--- config.mk ---
export PLATFORM = sky130hd
export DESIGN_NAME = booth_mult_seq
export DESIGN_NICKNAME = d
export VERILOG_FILES = /design/src/rtl/booth_pkg.sv /design/src/rtl/booth_r4_encoder.sv /design/src/rtl/booth_mult_seq.sv
export SDC_FILE = /design/constraint.sdc
export NUM_CORES = 1
export LEC_CHECK = 0
export BUFFER_PORTS_ARGS = -buffer_cell sky130_fd_sc_hd__clkbuf_2
export CORE_MARGIN = 2
export CORE_UTILIZATION = 41
export DETAILED_ROUTE_END_ITERATION = 16
export HOLD_SLACK_MARGIN = 0.03
export PLACE_DENSITY = 0.68
export SLEW_MARGIN = 10
export SYNTH_ARGS = -nofsm -noshare
export SYNTH_HDL_FRONTEND = slang
export SYNTH_SLANG_ARGS = --single-unit
--- constraint.sdc ---
create_clock -name clk -period 6.2 [get_ports clk]
set_input_delay 0.93 -clock clk [delete_from_list [all_inputs] [get_ports clk]]
set_output_delay 0.93 -clock clk [all_outputs]
set_load 0.005 [all_outputs]
--- src/rtl/booth_pkg.sv ---
// booth_pkg: shared state, digit encoding and latency helper for the radix-4 Booth multiplier
package booth_pkg;
  typedef enum logic [1:0] {IDLE, RUN, DONE} state_t;
  typedef struct packed {
    logic neg;
    logic one;
    logic two;
  } digit_t;
  function automatic int iter_count(int width);
    return width / 2 + 1;
  endfunction
endpackage

--- src/rtl/booth_r4_encoder.sv ---
// booth_r4_encoder: maps a 3-bit multiplier group to a signed digit in {-2,-1,0,+1,+2}
module booth_r4_encoder
  import booth_pkg::*;
(
  input  logic [2:0] grp,
  output digit_t     dig
);
  always_comb begin
    dig.neg = grp[2] & ~(grp[1] & grp[0]);
    dig.one = grp[1] ^ grp[0];
    dig.two = (grp == 3'b011) | (grp == 3'b100);
  end
endmodule

--- src/rtl/booth_mult_seq.sv ---
// booth_mult_seq: sequential radix-4 Booth multiplier, two multiplier bits per clock
module booth_mult_seq
  import booth_pkg::*;
#(
  parameter int WIDTH = 8
) (
  input  logic               clk,
  input  logic               rst_n,
  input  logic               start,
  input  logic               abort,
  input  logic               signed_mode,
  input  logic [WIDTH-1:0]   a,
  input  logic [WIDTH-1:0]   b,
  output logic               busy,
  output logic               done,
  output logic [2*WIDTH-1:0] product
);
  localparam int E = WIDTH + 2;
  localparam int L = iter_count(WIDTH);
  localparam int CW = $clog2(L + 1);
  state_t state, state_nx;
  logic [E:0] acc, mag, sum, acc_nx;
  logic [E-1:0] m, q, q_nx, a_ext, b_ext;
  logic qm1, last, accept;
  logic [CW-1:0] cnt;
  digit_t dig;
  booth_r4_encoder u_enc (
    .grp({q[1:0], qm1}),
    .dig(dig)
  );
  // E-bit operands plus an E+1-bit accumulator keep +/-2A and the unsigned MSB exact
  always_comb begin
    a_ext  = signed_mode ? {{2{a[WIDTH-1]}}, a} : {2'b00, a};
    b_ext  = signed_mode ? {{2{b[WIDTH-1]}}, b} : {2'b00, b};
    mag    = dig.two ? {m, 1'b0} : dig.one ? {m[E-1], m} : '0;
    sum    = dig.neg ? acc - mag : acc + mag;
    acc_nx = {{2{sum[E]}}, sum[E:2]};
    q_nx   = {sum[1:0], q[E-1:2]};
    last   = cnt == CW'(L - 1);
    accept = start & ~abort & (state != RUN);
  end
  always_comb begin
    state_nx = abort ? IDLE : (state == RUN) ? (last ? DONE : RUN) : start ? RUN : IDLE;
  end
  always_ff @(posedge clk or negedge rst_n)
    if (!rst_n) state <= IDLE;
    else state <= state_nx;
  always_ff @(posedge clk or negedge rst_n)
    if (!rst_n) begin
      m       <= '0;
      acc     <= '0;
      q       <= '0;
      qm1     <= 1'b0;
      cnt     <= '0;
      product <= '0;
    end else if (accept) begin
      m   <= a_ext;
      acc <= '0;
      q   <= b_ext;
      qm1 <= 1'b0;
      cnt <= '0;
    end else if (state == RUN) begin
      acc <= acc_nx;
      q   <= q_nx;
      qm1 <= q[1];
      cnt <= cnt + 1'b1;
      if (last && !abort) product <= {acc_nx[WIDTH-3:0], q_nx};
    end
  assign busy = state == RUN;
  assign done = state == DONE;
endmodule

# After elaboration in Yosys (flattened, before gate mapping)
# Index checks and enable logic that the tools add are counted.
# W data, S select, Z words.
totals:
  register_bits: 53
  inputBits: 21
  word_cells: 46
classes:
  addsub: 3
  eq_ne: 6
  n_mux: 17
  bitwise: 9
  reduce_logical: 4
ops:
  columns: ["operator", "n"]
  rows:
  - ["$mux W11", 5]
  - ["$mux W10", 4]
  - ["$add A11 B11 Y11", 1]
  - ["$sub A11 B11 Y11", 1]
  - ["$eq A3 B3 Y1 const B", 2]
  - ["$mux W2", 3]
  - ["$mux W3", 2]
  - ["$and A1 B1 Y1", 4]
  - ["$add A3 B1 Y3 const B", 1]
  - ["$eq A3 B2 Y1 const B", 1]
  - ["$mux W1", 3]
  - ["$not A1 Y1", 3]
  - ["$reduce_and A3 Y1", 1]
  - ["$eq A2 B1 Y1 const B", 1]
  - ["$eq A2 B2 Y1 const B", 1]
  - ["$ne A2 B1 Y1 const B", 1]
  - ["$reduce_bool A2 Y1", 1]
  - ["$logic_and A1 B1 Y1", 1]
  - ["$logic_not A1 Y1", 1]
  - ["$or A1 B1 Y1", 1]
  - ["$xor A1 B1 Y1", 1]

# Depth between registers and ports, before layout
depth:
  depth_word: 7
  ltp_mapped: 18

# Modules after synthesis
# A second synthesis with hierarchy kept.
hier_totals:
  hier_cells: 312
  hier_area_um2: 2836.5
modules_own_cells:
  columns: ["module", "n_inst", "cells_each", "area_each_um2", "seq_area_each_um2"]
  rows:
  - ["booth_mult_seq", 1, 306, 2782.7, 1251.2]
  - ["booth_r4_encoder", 1, 6, 53.8, 0.0]

# Least setup slack after synthesis
# Ideal clock, no wire load.
synth_path:
  kind: "register -> register"
  start: "reg q[0]"
  end: "reg acc[9]"
  t_arrival_ns: 3.143
  setup_slack_ns: 2.980
  stages_incl_launch_ff: 17
  path_buffers: 1
  cell_sequence: "dfrtp_1 -> ha_1 -> mux2i_1 -> buf_2 -> and3_1 -> a21oi_1 -> ha_1 -> a21oi_1 -> xor2_1 -> ha_1 -> o21ai_0 -> a21oi_1 -> or4_1 -> a21oi_1 -> o21ai_0 -> xor2_1 -> o21ai_1"
synth_via:
  elab_chain_len: 7
  elab_cells_between_ends: 14
synth_lines:
  columns: ["item", "line", "text"]
  rows:
  - ["start, declared", "booth_mult_seq.sv:23", "logic [E-1:0] m, q, q_nx, a_ext, b_ext;"]
  - ["start signal, assigned", "booth_mult_seq.sv:59", "q <= b_ext;"]
  - ["start signal, assigned", "booth_mult_seq.sv:64", "q <= q_nx;"]
  - ["$eq A3 B2 Y1 (tied with other cells)", "booth_r4_encoder.sv:11", "dig.two = (grp == 3'b011) | (grp == 3'b100);"]
  - ["$or A1 B1 Y1 / $mux W11 (equally long branches)", "booth_r4_encoder.sv:11, booth_mult_seq.sv:35", null]
  - ["$mux W11", "booth_mult_seq.sv:35", "mag = dig.two ? {m, 1'b0} : dig.one ? {m[E-1], m} : '0;"]
  - ["$add A11 B11 Y11 / $sub A11 B11 Y11 (equally long branches)", "booth_mult_seq.sv:36", "sum = dig.neg ? acc - mag : acc + mag;"]
  - ["$mux W11 *", "booth_mult_seq.sv:36", null]
  - ["$mux W11 *", "booth_mult_seq.sv:62", "end else if (state == RUN) begin"]
  - ["$mux W11 *", "booth_mult_seq.sv:56", "end else if (accept) begin"]
  - ["end signal, assigned", "booth_mult_seq.sv:63", "acc <= acc_nx;"]
  - ["end, declared", "booth_mult_seq.sv:22", "logic [E:0] acc, mag, sum, acc_nx;"]
# Mark *: on every way between the ends. The rest lies on a longest branch, timed or not. The select of a mux whose other input is x is not followed.
# A chain may end at the register's enable or synchronous reset.

# Worst setup path in the final report
# Same ends and word-level chain as after synthesis.

==> results.py <==
metrics = {
    "critical_path": {
        "r2r_cells": 16,
        "crit_path_end_kind": "register",
        "worstSetupPathType": "register to register",
        "cp.arrival_ps": 4080,
        "r2r-end": "acc[9]",
        "ff2ff_setup_slack_ps": 2280,
        "reg2reg_from": "q[0]",
        "cp_max_fo": 11,
        "worstPathRequired_ps": 6360,
        "start_kind": "register",
    },
    "routing": {
        "finalWirelength_um": 5740,
        "first_pass_iters": 4,
        "vias_per_cell": 5.39,
        "drc": 0,
        "routedWlPerCell_um": 14.1,
        "drtIter0Drc": 84,
        "vias": 2194,
        "ant_nets": 0,
    },
    "clocking": {
        "clock-root-buffer": "clkbuf_8",
        "h-tree-depth": 2,
        "cts_tree": "done",
        "cts.sinks": 50,
        "cts_resized": 0,
        "numCtsBuffers": 5,
        "clockBufferDepth": 2,
        "clock_latency_ps": 300,
        "cts.reportedPaths.clkPinSlew_ps": 90,
        "cts_setup_buffers": 0,
        "cts_hold_buf": 0,
    },
    "yosys": {
        "synth_edf_count": 0,
        "avgSynthCellArea_um2": 9.82,
        "syn-cell-area_um2": 2850,
        "yosysUniqueCellTypes": 37,
        "ys_seq_area_frac": 0.439,
        "synthArstFlopShare": 1.00,
        "synth_cells": 290,
        "ys_seq_elements": 50,
        "ys_warn_count": 0,
        "synth-main-ff-cell": "dfrtp_1",
        "syn-num-nets": 327,
    },
    "sta": {
        "max_freq_mhz": 255,
        "relSlewSlack": 0.369,
        "min_period_ps": 3920,
        "finClkSkew_ps": 5.60,
        "drv_slew": 0,
        "rsz0062_at_grt": "false",
        "setup_tns_ps": 0,
        "worst_pin_slew_ps": 919,
        "hold_viol": 0,
        "fin_crit_sh": 0.633,
        "setup_viol": 0,
    },
    "worst_hold_path": {
        "hp-class": "register to register",
        "whs_path_depth": 1,
        "min_to": "product[10]",
        "hold_start": "product[10]",
    },
    "floorplanning": {
        "core_um2": 6760,
        "die_h_um": 87.4,
        "io_pins": 39,
        "initial_core_util": 0.422,
        "die-area_um2": 7630,
        "fp-row-count": 30,
        "die_w_um": 87.4,
    },
    "placement": {
        "io_buffers": 38,
        "placed_cell_area_um2": 3110,
        "place.gp.congestion": 0.858,
        "dpl.hpwl_um": 4320,
    },
    "final_layout": {
        "utilization": 0.473,
        "fill_cells": 649,
        "insertedDiodeCount": 0,
        "drive_gt1_frac": 0.232,
        "stdcell_area_um2": 3190,
        "seq_area_um2": 1250,
        "nets": 363,
        "synthToLayoutAreaGrowth_pct": 12.1,
        "multiInputGateArea_um2": 1510,
    },
    "power": {
        "p_leak_nw": 1.54,
        "vdd_drop_max_uv": 243,
        "p_per_area_nw_per_um2": 530,
        "power.total_mw": 1.69,
    },
    "grt": {
        "grt_first_pass_wirelength_um": 9780,
        "grtUsageTotal": 0.160,
        "antenna_found_initial": 0,
        "grt-ovfl-total": 0,
        "grt_max_degree": 51,
        "grt_pass1_vias": 2070,
    },
    "run_status": {
        "status": "finished, final reports clean",
    },
    "run": {
        "maxCapViolCount": 0,
    },
}
## cell usage after synthesis (4+ instances only)
| library cell | count | area (um^2) |
|---|---|---|
| dfrtp_1 | 50 | 1250 |
| nand2_1 | 40 | 150 |
| nor2b_1 | 6 | 37.5 |
| nor2_1 | 30 | 113 |
| inv_1 | 9 | 33.8 |
| clkbuf_1 | 7 | 26.3 |
| mux2i_1 | 4 | 40.0 |
| a22o_1 | 7 | 61.3 |
| xnor2_1 | 8 | 70.1 |
| ha_1 | 15 | 188 |
| a21oi_1 | 16 | 80.1 |
| and3_1 | 5 | 31.3 |
| mux2_2 | 22 | 248 |
| o21ai_0 | 17 | 85.1 |
| xor2_1 | 7 | 61.3 |
| nand3_1 | 6 | 30.0 |
| a31oi_1 | 8 | 50.1 |
## sequential cells by signal, summed over array words and instances (netlist names)
register  flops
acc           9
cnt           3
m             9
product      16
q            10
qm1           1
state         2
## cells in the final DEF, fill, tap and decap left out, types with 3 or more instances in the layout
master	n
a31oi_1	8
mux2i_1	4
ha_1	15
a211oi_1	3
nand2b_1	3
nor2b_1	6
a22o_1	7
o21a_1	3
clkbuf_2	38
xor2_1	7
dfrtp_1	50
o21ai_0	17
nor2_1	30
inv_1	9
mux2_2	22
nand3_1	6
clkbuf_8	5
xnor2_1	8
o21ai_1	3
and3_1	5
a21oi_1	16
nand2_1	40
## worst max path at each step
stage                   to  slack [ps]  cells after the start  start
floorplan           acc[9]        2980                     16   q[0]
global placement    acc[9]        2490                     16   q[0]
detailed placement  acc[9]        2270                     16   q[0]
CTS                 acc[9]        2260                     16   q[0]
global route        acc[9]        1830                     16   q[0]
finish              acc[9]        2280                     16   q[0]
## stage by stage
step	setup WS (ps)	hold slack, ps	cells
final	2280	500	407
after global routing	1830	521	407
after CTS	2260	502	407
after detailed placement	2270	481	399
after global placement	2490	470	399
after floorplan	2980	451	290
## final cells by class
type	instances	share of cell area
tap	80	0.0313
inverter	10	0.0118
sequential	50	0.392
clock inverter	2	0.00431
clock buffer	6	0.0227
multi-input combinational	219	0.474
timing repair buffer	40	0.0643
## power breakdown
part	switching [mW]	internal, mW	leakage, nW
Clock	0.110	0.0799	0.0452
Combinational	0.542	0.445	0.866
Sequential	0.0797	0.436	0.629
## logic make-up after synthesis
kind of cell	share of synthesized area
fa+ha+maj	0.0729
flops	0.439
mux	0.117
simple gates	0.165
compound gates	0.130
buf+inv	0.0299
xor+xnor	0.0461
## layer usage
layer	vias up	part of all wire	track usage
li1	1081	-	-
met1	1059	0.48	0.217
met2	45	0.48	0.262
met3	9	0.035	0.0360
met4	0	0.012	0.0336
met5	-	0	0
## critical path: stages, from the launching register on
cell and delay, ps:
dfrtp_1 360, inv_1 60, ha_1 200, mux2i_1 720
and3_1 260, a21oi_1 50, ha_1 260, a21oi_1 170
xor2_1 170, ha_1 280, o21ai_0 100, a21oi_1 100
or4_1 400, a21oi_1 250, o21ai_0 150, xor2_1 160
o21ai_1 70
(Power assumes the default switching activity.)
